==> src/rtl/seg_scan_driver_if.sv <==
// Handshake and display bus between a value producer and seg_scan_driver.
// The master loads values; the slave converts them and scans the display.
`timescale 1ns/1ps
interface seg_scan_driver_if;
    logic [13:0] value;
    logic        load;
    logic        busy;
    logic [3:0]  digit;
    logic [3:0]  an;

    modport master (output value, load, input busy, digit, an);
    modport slave  (input value, load, output busy, digit, an);
endinterface

==> src/rtl/seg_scan_driver.sv <==
// Binary-to-BCD (double-dabble) converter feeding a 4-digit multiplexed
// common-anode display scanner with optional leading-zero blanking.
`timescale 1ns/1ps
module seg_scan_driver #(
    parameter int unsigned REFRESH_DIV = 50000,
    parameter bit          BLANK_LZ    = 1'b1
) (
    input logic              clk,
    input logic              rst,
    seg_scan_driver_if.slave bus
);
    typedef enum logic [1:0] {IDLE, CONV, COMMIT} state_t;

    localparam logic [13:0] MAX_VALUE  = 14'd9999;
    localparam logic [15:0] PRESC_LAST = 16'(REFRESH_DIV - 1);

    state_t          state;
    logic            busy_q;
    logic [13:0]     bin_q;
    logic [15:0]     bcd_q;
    logic [15:0]     bcd_adj;
    logic [3:0]      shift_cnt;
    logic            err_pend;
    logic [3:0][3:0] disp_q;
    logic            disp_err;

    logic [15:0]     presc_q;
    logic [1:0]      slot_q;
    logic [1:0]      slot_nxt;
    logic [3:0]      upper_zero;
    logic            blank_nxt;
    logic [3:0]      digit_q;
    logic [3:0]      an_q;

    // NOTE: every variable gets a default before any conditional update so no latch is inferred.
    always_comb begin
        bcd_adj = bcd_q;
        for (int i = 0; i < 4; i++) begin
            if (bcd_q[4*i +: 4] >= 4'd5)
                bcd_adj[4*i +: 4] = bcd_q[4*i +: 4] + 4'd3;
        end
    end

    // NOTE: sequential state uses non-blocking assignments so all registers update from pre-edge values.
    always_ff @(posedge clk) begin
        if (rst) begin
            // NOTE: the four display registers are plain flops, so they are reset like any other state.
            state     <= IDLE;
            busy_q    <= 1'b0;
            bin_q     <= '0;
            bcd_q     <= '0;
            shift_cnt <= '0;
            err_pend  <= 1'b0;
            disp_q    <= '0;
            disp_err  <= 1'b0;
        end else begin
            case (state)
                IDLE: begin
                    if (bus.load) begin
                        busy_q    <= 1'b1;
                        bcd_q     <= '0;
                        shift_cnt <= '0;
                        if (bus.value <= MAX_VALUE) begin
                            bin_q    <= bus.value;
                            err_pend <= 1'b0;
                            state    <= CONV;
                        end else begin
                            err_pend <= 1'b1;
                            state    <= COMMIT;
                        end
                    end
                end
                CONV: begin
                    {bcd_q, bin_q} <= {bcd_adj, bin_q} << 1;
                    shift_cnt      <= shift_cnt + 4'd1;
                    if (shift_cnt == 4'd13)
                        state <= COMMIT;
                end
                COMMIT: begin
                    disp_q   <= bcd_q;
                    disp_err <= err_pend;
                    busy_q   <= 1'b0;
                    state    <= IDLE;
                end
                default: state <= IDLE;
            endcase
        end
    end

    // Slot outputs are prepared for the slot being entered, from the current display registers.
    assign slot_nxt = slot_q + 2'd1;

    always_comb begin
        upper_zero[3] = (disp_q[3] == 4'd0);
        for (int i = 2; i >= 0; i--)
            upper_zero[i] = upper_zero[i+1] && (disp_q[i] == 4'd0);
        blank_nxt = BLANK_LZ && !disp_err && (slot_nxt != 2'd0) && upper_zero[slot_nxt];
    end

    always_ff @(posedge clk) begin
        if (rst) begin
            presc_q <= '0;
            slot_q  <= '0;
            digit_q <= 4'h0;
            an_q    <= 4'b1110;
        end else if (presc_q == PRESC_LAST) begin
            presc_q <= '0;
            slot_q  <= slot_nxt;
            digit_q <= disp_err ? 4'hE : disp_q[slot_nxt];
            an_q    <= blank_nxt ? 4'b1111 : ~(4'b0001 << slot_nxt);
        end else begin
            presc_q <= presc_q + 16'd1;
        end
    end

    assign bus.busy  = busy_q;
    assign bus.digit = digit_q;
    assign bus.an    = an_q;
endmodule

==> src/flat_wrapper.sv <==
// flat-port wrapper written by rule: the top's interface ports become plain ports
module seg_scan_driver_flat 
#(
    parameter int unsigned REFRESH_DIV = 50000,
    parameter bit          BLANK_LZ    = 1'b1
)
  (clk, rst, bus_value, bus_load, bus_busy, bus_digit, bus_an);
  seg_scan_driver_if bus_i ();
  input logic clk;
  input logic rst;
  input wire logic [$bits(bus_i.value)-1:0] bus_value;
  input wire logic [$bits(bus_i.load)-1:0] bus_load;
  output wire logic [$bits(bus_i.busy)-1:0] bus_busy;
  output wire logic [$bits(bus_i.digit)-1:0] bus_digit;
  output wire logic [$bits(bus_i.an)-1:0] bus_an;
  assign bus_i.value = bus_value;
  assign bus_i.load = bus_load;
  assign bus_busy = bus_i.busy;
  assign bus_digit = bus_i.digit;
  assign bus_an = bus_i.an;
  seg_scan_driver #(.REFRESH_DIV(REFRESH_DIV), .BLANK_LZ(BLANK_LZ)) u_core (.clk(clk), .rst(rst), .bus(bus_i));
endmodule
==> config.mk <==
export PLATFORM = sky130hd
export DESIGN_NAME = seg_scan_driver_flat
export DESIGN_NICKNAME = d
export VERILOG_FILES = /design/src/rtl/seg_scan_driver_if.sv /design/src/rtl/seg_scan_driver.sv /design/src/flat_wrapper.sv
export SDC_FILE = /design/constraint.sdc
export NUM_CORES = 1
export LEC_CHECK = 0
export ABC_AREA = 0
export BUFFER_PORTS_ARGS = -buffer_cell sky130_fd_sc_hd__buf_4
export CAP_MARGIN = 10
export CORE_ASPECT_RATIO = 1.25
export CORE_MARGIN = 2
export CORE_UTILIZATION = 55
export CTS_CLUSTER_DIAMETER = 150
export CTS_CLUSTER_SIZE = 20
export DETAILED_ROUTE_END_ITERATION = 16
export PLACE_DENSITY = 0.74
export SKIP_CTS_REPAIR_TIMING = 1
export SLEW_MARGIN = 10
export SYNTH_ARGS = -nofsm -noshare
export SYNTH_HDL_FRONTEND = slang
export SYNTH_SLANG_ARGS = --single-unit
==> constraint.sdc <==
create_clock -name clk -period 2 [get_ports clk]
set_input_delay 0.2 -clock clk [delete_from_list [all_inputs] [get_ports clk]]
set_output_delay 0.2 -clock clk [all_outputs]
set_load 0.01 [all_outputs]
After elaboration in Yosys (flattened, before gate mapping)
Cells that the tools add are included.

Bits in latches: 0. Bits in registers: 81. Output and inout port bits: 9. Memory bits (writable): 0. ROM bits: 0. Word-level logic and storage cells: 81. Bits of input ports: 17. Memories: 0.

Add/sub/neg operators: 7. Multiplexer cells: 24. Multipliers: 0. Shift-type cells: 1. Divide/modulo/power cells: 0. Reduce and logical (&&, ||, !) cells: 20. Eq/ne operators: 7. Bitwise operators: 1. Order comparisons: 6.

Operators by type and width (count): case mux 16 bit (2 select lines) (1); 2-to-1 mux 14 bit (2); 2-to-1 mux 4 bit (7); case mux 14 bit (2 select lines) (1); adder 16 x 1 -> 16 bit (second input constant) (1); == test 16 bit (second input constant) (1); >= comparator 4 x 3 -> 1 bit (second input constant) (4); zero test 4 bit (4); 2-to-1 mux 16 bit (1); <= comparator 14 bit (second input constant) (1); adder 4 x 2 -> 4 bit (second input constant) (3); binary-select mux 4 bit (select 2 bit) (1); case mux 4 bit (2 select lines) (1); AND reduction 2 bit (4); 2-to-1 mux 2 bit (3); nonzero test 2 bit (3); logical AND 1 bit (5); adder 4 x 1 -> 4 bit (second input constant) (1); == test 4 bit (second input constant) (1); != test 2 x 1 -> 1 bit (second input constant) (2); NOT 4 bit (1); case mux 2 bit (2 select lines) (1); left shift 1 x 2 -> 4 bit (first input constant) (1); adder 3 x 2 -> 3 bit (second input constant) (1); 13 further kinds (15).

Longest topological paths before layout
Depth in word-level cells: 8. Gate-level depth with buffers: 6. Gate-level depth less buffers: 6.

Least setup slack after synthesis
Ideal clock, no wire load.

Path type: register to register. Start: register u_core.slot_q[0]. End: register u_core.digit_q[0], in the netlist u_core.bus.digit[0]. Library setup time: 0.117 ns. Slack: 0.165 ns. Buffers on the path: 1. Cell stages (with the launch flop): 6. Clock period less this slack: 1.835 ns. Data arrival time: 1.717 ns. Required time: 1.883 ns. Path through: dfxtp_1 clkbuf_1 inv_1 ha_1 mux4_2 a32o_1.

Longest elaborated chain between the ends: 4.

Ends and longest elaborated chain: from (decl) (RTL line seg_scan_driver.sv:28) `logic [1:0] slot_q;`; from (signal assigned) (RTL line seg_scan_driver.sv:108) `slot_q <= slot_nxt;`; adder 2 x 1 -> 2 bit (RTL line seg_scan_driver.sv:91) `assign slot_nxt = slot_q + 2'd1;`; named net u_core.slot_nxt[0] (RTL line seg_scan_driver.sv:29) `logic [1:0] slot_nxt;`; binary-select mux 4 bit (select 2 bit) (RTL line seg_scan_driver.sv:109) `digit_q <= disp_err ? 4'hE : disp_q[slot_nxt];`; 2-to-1 mux 4 bit (not written as such) (RTL line seg_scan_driver.sv:109); 2-to-1 mux 4 bit (RTL line seg_scan_driver.sv:109); to (signal assigned) (RTL line seg_scan_driver.sv:109); to (decl) (RTL line seg_scan_driver.sv:32) `logic [3:0] digit_q;`.

The timed path passes the listed nets, and every way through them passes these cells. The select of a mux whose other input is x is not followed. A chain may end at the register's enable or synchronous reset.

Final worst setup path
Start: register u_core.state[0]. End: register u_core.bin_q[6].

Longest elaborated chain between the ends: 3. Elaborated cells on any way between the ends: 7. Those cells by class: 3 x eq/ne; 1 x mux; 3 x reduce/logical.

Ends and longest elaborated chain: from (decl) (RTL line seg_scan_driver.sv:17) `state_t state;`; from (signal assigned) (RTL line seg_scan_driver.sv:48) `state <= IDLE;`; from (signal assigned) (RTL line seg_scan_driver.sv:66) `state <= CONV;`; from (signal assigned) (RTL line seg_scan_driver.sv:69) `state <= COMMIT;`; zero test 2 bit or == test 2 x 1 -> 1 bit (tied branches) (RTL line seg_scan_driver.sv:57) `case (state)`; != test 2 x 1 -> 1 bit (no line), or another cell as far along; AND reduction 3 bit (no line); to (signal assigned) (RTL line seg_scan_driver.sv:64) `bin_q <= bus.value;`; to (signal assigned) (RTL line seg_scan_driver.sv:74) `{bcd_q, bin_q} <= {bcd_adj, bin_q} << 1;`; to (decl) (RTL line seg_scan_driver.sv:19) `logic [13:0] bin_q;`.

Parallel ways exist; a longest one is shown, timed or not.

==> impl_metrics.ini <==
[routing]
drcViolationCount = 0
wl_per_cell_um = 14.8
num_vias = 3228
detail_route.iter0.violations = 154
wl_um = 8180
drt_first_pass_iters = 4
ant_nets = 0
routed_via_density = 5.85

[clocking]
cts_sinks = 81
cts-htree-levels = 3
clock-root-buffer = clkbuf_8
clockBufferDepth = 2
clk_pin_slew_ps = 90
clkLatencyLatePin_ps = 360
cts_buffers = 9
cts_tree = built

[final_layout]
final_common_cell = dfxtp_1
drive_above_1_share_pct = 16.1
layout_common_cells = dfxtp_1 (81), nand2_1 (72), buf_4 (40)
final_area_um2 = 4350
nFillCells = 565
final_util_pct = 65.9
diodes = 0
nets = 493
area_growth_pct = 14.5

[critical_path]
cp-start-kind = flip-flop
crit_start = u_core.state[0]$_SDFFE_PP0P_
critPathCaptureType = flip-flop
r2r_cells = 5
reg2reg_slack_ps = 240
critPathCapture = u_core.bin_q[6]$_SDFFE_PP0P_
r2r-end = u_core.bin_q[6]$_SDFFE_PP0P_
r2r_start = u_core.state[0]$_SDFFE_PP0P_
criticalPathCategory = flip-flop to flip-flop
worst_ep_arrival_time_ps = 2000
cp_max_fo = 14
cp_data_required_time_ps = 2240

[sta]
worstMarginPinSlew_ps = 703
hold_viol = 0
layout_min_cycle_time_ps = 1760
clock.fmax_mhz = 568
fin_crit_sh_pct = 88.0
slew_violations = 0
rsz0062_at_grt = false
finClkSkew_ps = 10.1
setup_violations = 0
slew_headroom_pct = 53.0
fin_setup_tns_ps = 0
worst_hold_slack_ps = 113

[synthesis]
avgSynthCellArea_um2 = 8.80
synth-edff-count = 0
yosysSeqAreaShare_pct = 42.7
synth.top_cell.area_share_pct = 42.7
ys.warnings.count = 0
synth_cells = 432
synth_cell_types = 46
ys.flop_type = dfxtp_1
ys_ff_latch = 81
ys_async_sr_fraction_pct = 0
synthTopCellsByArea = dfxtp_1 (43%), nand2_1 (7.1%), ha_1 (4.9%), a21oi_1 (4.7%), a311oi_2 (3.6%)
yosysTopAreaCell = dfxtp_1
syn_area_um2 = 3800
synth_nets = 464

[global_routing]
grt_max_degree = 35
grt_usage_pct = 22.5
antenna_found_initial = 0
grt_overflow_total = 0
grt_pass1_vias = 3042
grt_pass1_wl_um = 13800

[die]
start_util_pct = 57.5
fp.dieArea_um2 = 7590
coreArea_um2 = 6610
row_count = 33
die_width_um = 78.3
die_h_um = 96.9
io_pins = 26

[pwr]
peakVddDrop_mv = 0.472
p_leak_nw = 1.64
p_per_area_nw_per_um2 = 807
power_mw = 3.51

[worst_hold_path]
hold_class = input port to flip-flop

[place]
place_area_um2 = 4110
io_buffers = 25
dp_hpwl_um = 5650
place_congestion = 0.784

[outcome]
status = completed

[flow_run]
maxCapViolations = 0
-- critical path, stage by stage (launching register included) --
cell      delay, ps
dfxtp_1         380
o21bai_1        600
o21ai_0         160
buf_4           220
nor3_1          210
a311oi_2         70
-- layout make-up --
cell class,count,area [µm²],area share [%]
timing repair buffer,40,300,6.90
clock buffer,9,124,2.85
multi-input combinational,314,2020,46.5
sequential,81,1620,37.3
clock inverter,6,115,2.65
inverter,15,56.3,1.29
tap,87,109,2.50
-- metrics by stage --
step	setup WS (ps)	std cells
2_1_floorplan	165	432
3_3_place_gp	126	537
3_5_place_dp	96.9	537
4_1_cts	233	552
5_1_grt	62.9	552
6_report	240	552
-- cell usage after synthesis (2+ instances only) --
master and instances:
dfxtp_1 81, nand2_1 72, a21oi_1 36, nor2_1 36, clkbuf_1 19, nor3_1 18
ha_1 15, inv_1 15, o21ai_0 13, nand3_1 12, xor2_1 10, a22o_1 9
a311oi_2 9, xnor2_1 9, or3_1 7, and3_1 6, nand2b_1 6, a311oi_1 5
nand4_1 5, nor4_1 5, a31oi_1 4, and4_1 4, mux2i_1 4, mux4_2 4
o2bb2ai_1 4, a211oi_1 2, a22oi_1 2, buf_4 2
-- worst min path at each step --
stage | cells past startpoint | slack (ps) | end | from
after floorplan | 2 | 370 | u_core.bin_q[4]$_SDFFE_PP0P_ | bus_value[4]
after global placement | 1 | 440 | u_core.presc_q[0]$_SDFF_PP0_ | u_core.presc_q[0]$_SDFF_PP0_
after detailed placement | 1 | 450 | u_core.presc_q[0]$_SDFF_PP0_ | u_core.presc_q[0]$_SDFF_PP0_
after CTS | 3 | 110 | u_core.bin_q[2]$_SDFFE_PP0P_ | bus_value[2]
after global routing | 3 | 130 | u_core.bin_q[2]$_SDFFE_PP0P_ | bus_value[2]
final | 3 | 110 | u_core.bin_q[2]$_SDFFE_PP0P_ | bus_value[2]
-- power by group --
part / switching (mW) / leakage [nW] / internal, mW
sequential: 0.0380 / 0.657 / 1.67
combinational: 0.212 / 0.866 / 0.141
clock: 0.625 / 0.116 / 0.831
total: 0.875 / 1.64 / 2.64
-- sequential cells by signal (all words and copies together), names as in the netlist, 4 cells and up --
register          cells
u_core.bcd_q         16
u_core.bin_q         14
u_core.bus.an         4
u_core.bus.digit      4
u_core.disp_q        16
u_core.presc_q       16
u_core.shift_cnt      4
-- logic make-up (layout without fill, tap and decap cells) --
| family | Yosys count | after routing | synth area share (%) |
|---|---|---|---|
| XOR/XNOR | 19 | 19 | 4.38 |
| adder cells (fa/ha/maj) | 15 | 15 | 4.94 |
| buffers and inverters | 37 | 70 | 4.05 |
| flip-flops | 81 | 81 | 42.7 |
| AO/OA/AOI/OAI | 93 | 93 | 18.3 |
| AND/OR/NAND/NOR | 178 | 178 | 21.9 |
| multiplexers | 9 | 9 | 3.72 |
-- metal layers --
layer / wire, µm / global-route usage (%) / vias up
li1: - / - / 1588
met1: 3430 / 26.7 / 1540
met2: 4210 / 39.9 / 86
met3: 353 / 4.10 / 14
met4: 178 / 8.77 / 0
met5: 0 / 0 / -
No activity file was read; power rests on OpenSTA's default activity.
